### src/rtl/memory_responder.sv
// -----------------------------------------------------------------------------
// memory_responder
//
// Unified program/data memory plus the fetch address register (AR) and the
// temp/data address register (TEMP_AR). This is the responder side of the
// control unit's memory interface.
//
// After reset the block sits in S_LOAD and accepts a program image from the
// host over a valid/ready handshake. The beat marked Host_last moves it to
// S_RUN, which raises Run_enable. From then on the control-unit strobes drive
// the address registers and run-time writes. Reads are combinational from the
// registered addresses, so an address loaded on one edge gives valid data in
// the following cycle.
//
// Optional feature macro: MEM_WRITE_PROTECT_EN
//   When defined, a run-time write to an address below PROTECT_BASE is
//   dropped and sets a sticky Protect_fault. Host loads are never protected.
//   When undefined, all writes are honoured and Protect_fault is tied to 0.
//
// Parameters:
//   DATA_W       memory word and bus width (must be >= ADDR_W)
//   ADDR_W       address width; depth = 2**ADDR_W
//   PROTECT_BASE lowest writable run-time address (protect feature only)
//
// Ports:
//   CLK                  system clock, rising edge
//   RESET                asynchronous, active-high reset
//   BUS_1                datapath bus: AR load source and write data
//   Load_ADDRESS_R       AR <= BUS_1
//   Load_TEMP_ADD_R      TEMP_AR <= Mem_out (pre-edge read)
//   INC_AR / INC_TEMP_AR increment the matching register (wraps)
//   Select_MEMORY_DEMUX  read address select: 0 = AR, 1 = TEMP_AR
//   Write_MEMORY         mem[TEMP_AR] <= BUS_1
//   Host_valid/addr/data/last, Host_ready   program-load handshake
//   Run_enable           program loaded; control unit may run
//   Mem_out              combinational read data
//   AR_value, TEMP_AR_value   debug views of the address registers
//   Protect_fault        sticky illegal-write flag
// -----------------------------------------------------------------------------
module memory_responder #(
   parameter int                DATA_W       = 8,
   parameter int                ADDR_W       = 8,
   parameter logic [ADDR_W-1:0] PROTECT_BASE = 8'h40
) (
   input  logic              CLK,
   input  logic              RESET,
   input  logic [DATA_W-1:0] BUS_1,
   input  logic              Load_ADDRESS_R,
   input  logic              Load_TEMP_ADD_R,
   input  logic              INC_AR,
   input  logic              INC_TEMP_AR,
   input  logic              Select_MEMORY_DEMUX,
   input  logic              Write_MEMORY,
   input  logic              Host_valid,
   input  logic [ADDR_W-1:0] Host_addr,
   input  logic [DATA_W-1:0] Host_data,
   input  logic              Host_last,
   output logic              Host_ready,
   output logic              Run_enable,
   output logic [DATA_W-1:0] Mem_out,
   output logic [ADDR_W-1:0] AR_value,
   output logic [ADDR_W-1:0] TEMP_AR_value,
   output logic              Protect_fault
);

   localparam int                DEPTH    = 1 << ADDR_W;
   localparam logic [ADDR_W-1:0] ADDR_ONE = {{(ADDR_W-1){1'b0}}, 1'b1};

   typedef enum logic {
      S_LOAD = 1'b0,
      S_RUN  = 1'b1
   } state_t;

   state_t              state_reg;
   logic [ADDR_W-1:0]   ar_reg;
   logic [ADDR_W-1:0]   temp_ar_reg;
   logic                host_ready_reg;
   logic                run_enable_reg;

   logic [DATA_W-1:0]   mem [DEPTH];

   logic [ADDR_W-1:0]   read_addr;
   logic [DATA_W-1:0]   read_data;
   logic                host_accept;
   logic                run_active;
   logic                write_allowed;
   logic                mem_write;

   // Host_ready is only ever 1 in S_LOAD, so it alone qualifies a beat.
   assign host_accept = Host_valid && host_ready_reg;
   assign run_active  = (state_reg == S_RUN);

`ifdef MEM_WRITE_PROTECT_EN
   logic protect_fault_reg;
   assign write_allowed = (temp_ar_reg >= PROTECT_BASE);
   assign Protect_fault = protect_fault_reg;
`else
   // The base address only matters when protection is built in.
   logic unused_protect_base;
   assign unused_protect_base = ^PROTECT_BASE;
   assign write_allowed = 1'b1;
   assign Protect_fault = 1'b0;
`endif

   // Run-time write always targets TEMP_AR as it stands before the edge.
   assign mem_write = run_active && Write_MEMORY && write_allowed;

   // Combinational read from the registered addresses.
   assign read_addr = Select_MEMORY_DEMUX ? temp_ar_reg : ar_reg;
   assign read_data = mem[read_addr];
   assign Mem_out   = read_data;

   // Memory array: not reset, so a partial image survives a reset. Host
   // beats and run-time writes are mutually exclusive by state.
   always_ff @(posedge CLK) begin
      if (host_accept) begin
         mem[Host_addr] <= Host_data;
      end else if (mem_write) begin
         mem[temp_ar_reg] <= BUS_1;
      end
   end

   // Control FSM with address registers and registered handshake outputs.
   always_ff @(posedge CLK or posedge RESET) begin
      if (RESET) begin
         state_reg      <= S_LOAD;
         ar_reg         <= '0;
         temp_ar_reg    <= '0;
         host_ready_reg <= 1'b0;
         run_enable_reg <= 1'b0;
`ifdef MEM_WRITE_PROTECT_EN
         protect_fault_reg <= 1'b0;
`endif
      end else begin
         case (state_reg)
            S_LOAD: begin
               // Control-unit strobes are ignored while loading.
               if (host_accept && Host_last) begin
                  state_reg      <= S_RUN;
                  host_ready_reg <= 1'b0;
                  run_enable_reg <= 1'b1;
               end else begin
                  host_ready_reg <= 1'b1;
               end
            end
            S_RUN: begin
               if (Load_ADDRESS_R) begin
                  ar_reg <= BUS_1[ADDR_W-1:0];
               end else if (INC_AR) begin
                  ar_reg <= ar_reg + ADDR_ONE;
               end

               // The pointer load uses the pre-edge read, whichever register
               // the demux currently selects.
               if (Load_TEMP_ADD_R) begin
                  temp_ar_reg <= read_data[ADDR_W-1:0];
               end else if (INC_TEMP_AR) begin
                  temp_ar_reg <= temp_ar_reg + ADDR_ONE;
               end
`ifdef MEM_WRITE_PROTECT_EN
               if (Write_MEMORY && !write_allowed) begin
                  protect_fault_reg <= 1'b1;
               end
`endif
            end
            default: begin
               state_reg <= S_LOAD;
            end
         endcase
      end
   end

   assign Host_ready    = host_ready_reg;
   assign Run_enable    = run_enable_reg;
   assign AR_value      = ar_reg;
   assign TEMP_AR_value = temp_ar_reg;

endmodule

### config.mk
export PLATFORM = sky130hd
export DESIGN_NAME = memory_responder
export DESIGN_NICKNAME = d
export VERILOG_FILES = /design/src/rtl/memory_responder.sv
export SDC_FILE = /design/constraint.sdc
export NUM_CORES = 2
export LEC_CHECK = 0
export CORE_MARGIN = 2
export CORE_UTILIZATION = 35
export DETAILED_ROUTE_END_ITERATION = 8
export GPL_ROUTABILITY_DRIVEN = 0
export PLACE_DENSITY = 0.51
export SLEW_MARGIN = 20
export SYNTH_ARGS = -nofsm -noshare
export SYNTH_HDL_FRONTEND = slang
export SYNTH_SLANG_ARGS = --single-unit
export TNS_END_PERCENT = 100
### constraint.sdc
create_clock -name CLK -period 7.3 [get_ports CLK]
set_input_delay 0.73 -clock CLK [delete_from_list [all_inputs] [get_ports CLK]]
set_output_delay 0.73 -clock CLK [all_outputs]
set_load 0.005 [all_outputs]
==> impl_results.md <==
* Deepest clock path buffer count at 3
* TNS Setup at 0 ps
* Core area at 233000 sq um
* Number of max-cap violations at 0
* Gr usage total at 21.4%
* DRC Markers at 0
* Die extent in y at 488 um
* Clk_skew at 52.8 ps
* Synth Net Count at 4912
* PD cells at 361 nW/um^2
* Area delta synth->final at 14.7%
* Max VDD drop at 0.000264 V
* Num CTS Buffers at 209
* Placed instance count at 7967
* Initial DRT Pass Iterations at 6
* Count of cell types in the netlist at 61
* R2r setup slk at 1990 ps
* Starting Density at 35.2%
* Initial DRC Count at 5939
* Yosys reg bits at 2067
* Final min period at 7080 ps
* Slew Limit Fails at 0
* Setup WS pre-CTS at 249 ps
* Root Driver: clkbuf_16
* CP endpoint kind: primary output
* Unrepaired setup endpoints after global routing: false
* Hold crit path type: in -> async
* DP Wirelength at 156000 um
* Final std cells w/o fill at 8347
* Clock latency on the worst-skew pair at 850 ps
* Slew HR at 8.77%
* Setup violators final at 0
* First-pass GRT wire length at 363000 um
* Via/cell ratio at 5.63
* Endpoints failing hold at 0
* Largest net degree at the start of global routing at 205
* Status: completed
* Htree depth at 4
* IO Pins at 61
* Power Total at 33.9 mW
* Peak Freq at 141 MHz
* Primary FF master, synth: edfxtp_1
* Setup ws final at 222 ps
* EDFF count, synth at 2048
* RR Endpoint: TEMP_AR_value[1]
* Clock-pin slew on the worst setup and hold paths at 60 ps
* CTS tree: built
* Yosys warns at 0
* Final #Nets at 5083
* Die width at 488 um
* Least-Margin Pin Slew at 1370 ps
* Fin util at 40.4%
* CTS sink count at 2067
* Die area at 238000 sq um
* I/O Buffers at 59
* DR vias at 47000
* Layout cell share with drive strength beyond 1 at 15.4%
* Maximum fanout along the worst path at 47
* Crit start category: register
* Leakage at 30.1 nW
* FFs w/ async S/R, synth at 0.919%
* Grt total ovfl at 0
* Filler Cell Count at 21200
* Hold buffer count at CTS at 0
* Final period utilization at 97.0%
* DRT Wirelength at 258000 um
* Antenna-violating nets left at 0
* Cts repair resizes at 0
* Critical Path RT at 6570 ps
* Avg Cell Area, Syn at 16.8 sq um
* Sequential area share after synthesis at 75.5%
* Critical Setup Path Class: reg -> out
* Synth Cell Area at 82100 sq um
* Vias in the first global route at 45900
* Cell count of the worst reg-to-reg path at 11
* Reg2reg start: TEMP_AR_value[0]
* Postcts setup bufs at 0
* Wire per inst at 30.9 um
* Row count at 177
* Worst EP arrival at 6350 ps
* Post-Synthesis Cells at 4876
* Initial antenna violation count at 12
## critical path, stage by stage (launching register included)
cell,delay [ps]
dfrtp_1,590
mux2_8,730
buf_4,590
mux2i_1,280
o221ai_1,210
a21o_1,220
a32oi_1,690
o32ai_1,270
nor4_1,900
nor4b_1,300
buf_4,250
clkdlybuf4s50_1,440
## area by class of cell
type                    instances  area, sq um  area share, %
diodes                          6         15.0         0.0160
clock buffers                 259         5500           5.84
clock inverters               114         1120           1.19
inverters                       9         33.8         0.0359
multi-input cells            2487        18800           20.0
flip-flops and latches       2067        62000           65.9
well taps                    3132         3920           4.16
repair buffers                273         2730           2.90
## synthesized netlist by cell type, types with 42 or more instances
master | count | area [sq um]
mux2i_1 | 340 | 3400
nand3_1 | 42 | 210
nor2_1 | 300 | 1130
o221ai_1 | 80 | 701
buf_4 | 48 | 360
a21oi_1 | 289 | 1450
edfxtp_1 | 2048 | 61500
mux4_2 | 237 | 5340
nor3_1 | 102 | 510
a31oi_1 | 43 | 269
nand2_1 | 548 | 2060
a2111oi_0 | 48 | 420
o21ai_0 | 88 | 440
clkbuf_1 | 164 | 616
o22ai_1 | 109 | 682
buf_2 | 59 | 295
## registers in the layout, summed over array words and instances (netlist names)
name           count
Run_enable         1
TEMP_AR_value      8
run_active         1
AR_value           8
mem             2048
Host_ready         1
## placed cells by master, fill, tap and decap left out, types with 8 or more instances in the layout
master,synthesis,layout
nor2_1,300,296
clkbuf_16,0,211
nand2_1,548,536
nor3_1,102,102
o221ai_1,80,80
a211oi_1,29,29
clkinv_2,0,35
edfxtp_1,2048,2048
nand2_4,0,12
clkbuf_1,164,44
nand2b_1,22,17
o31ai_1,14,12
a31oi_1,43,43
nand3b_1,9,9
o22ai_1,109,109
a21o_1,8,8
mux4_2,237,237
and2_1,8,8
clkinv_1,0,42
bufinv_16,0,16
o21ai_0,88,85
mux2i_1,340,334
o32ai_1,14,14
dfrtp_1,19,19
a21oi_1,289,288
clkdlybuf4s50_1,0,58
buf_12,0,41
buf_4,48,172
or2_2,16,16
nand3_1,42,42
or3_1,12,12
a2111oi_0,48,46
nor4_1,35,34
inv_1,9,9
## logic make-up (layout without fill, tap and decap cells)
group,Yosys count,after routing,synth area share [%]
compound gates,785,785,6.08
fa+ha+maj,2,2,0.0305
buf+inv,322,655,1.90
flops,2067,2067,75.5
mux,585,585,10.8
other cells,1,7,0.00457
simple gates,1114,1114,5.72
## per-layer routing
metal / wire [um] / global-route usage [%] / up-vias / share of wire, %
met5: 7 / 0 / - / 0.0027
met4: 9020 / 7.39 / 2 / 3.5
met3: 19100 / 3.71 / 377 / 7.4
met2: 119000 / 33.1 / 1983 / 46
met1: 111000 / 30.5 / 24900 / 43
li1: - / - / 19700 / -
## worst max path at each step
stage | start | end | slack [ps] | cells after the start
after floorplan | Write_MEMORY | mem[0][0] | 1560 | 6
after global placement | Select_MEMORY_DEMUX | Mem_out[1] | 220 | 12
after detailed placement | Select_MEMORY_DEMUX | Mem_out[1] | 250 | 12
after CTS | TEMP_AR_value[0] | Mem_out[1] | 150 | 11
after global routing | TEMP_AR_value[0] | Mem_out[1] | 120 | 11
final | TEMP_AR_value[0] | Mem_out[1] | 220 | 11
## per-stage QoR
step	hold slack, ps	area, sq um
2_1_floorplan	468	82100
3_3_place_gp	461	87400
3_5_place_dp	470	87400
4_1_cts	312	94100
5_1_grt	388	94100
6_report	350	94100
## report_power, final
part / switching (mW) / internal, mW / leakage, nW
sequential: 0.116 / 13.5 / 18.7
clock: 4.62 / 5.91 / 3.23
combinational: 6.65 / 3.15 / 8.19
total: 11.4 / 22.5 / 30.1
No activity file was read; power rests on OpenSTA's default activity.
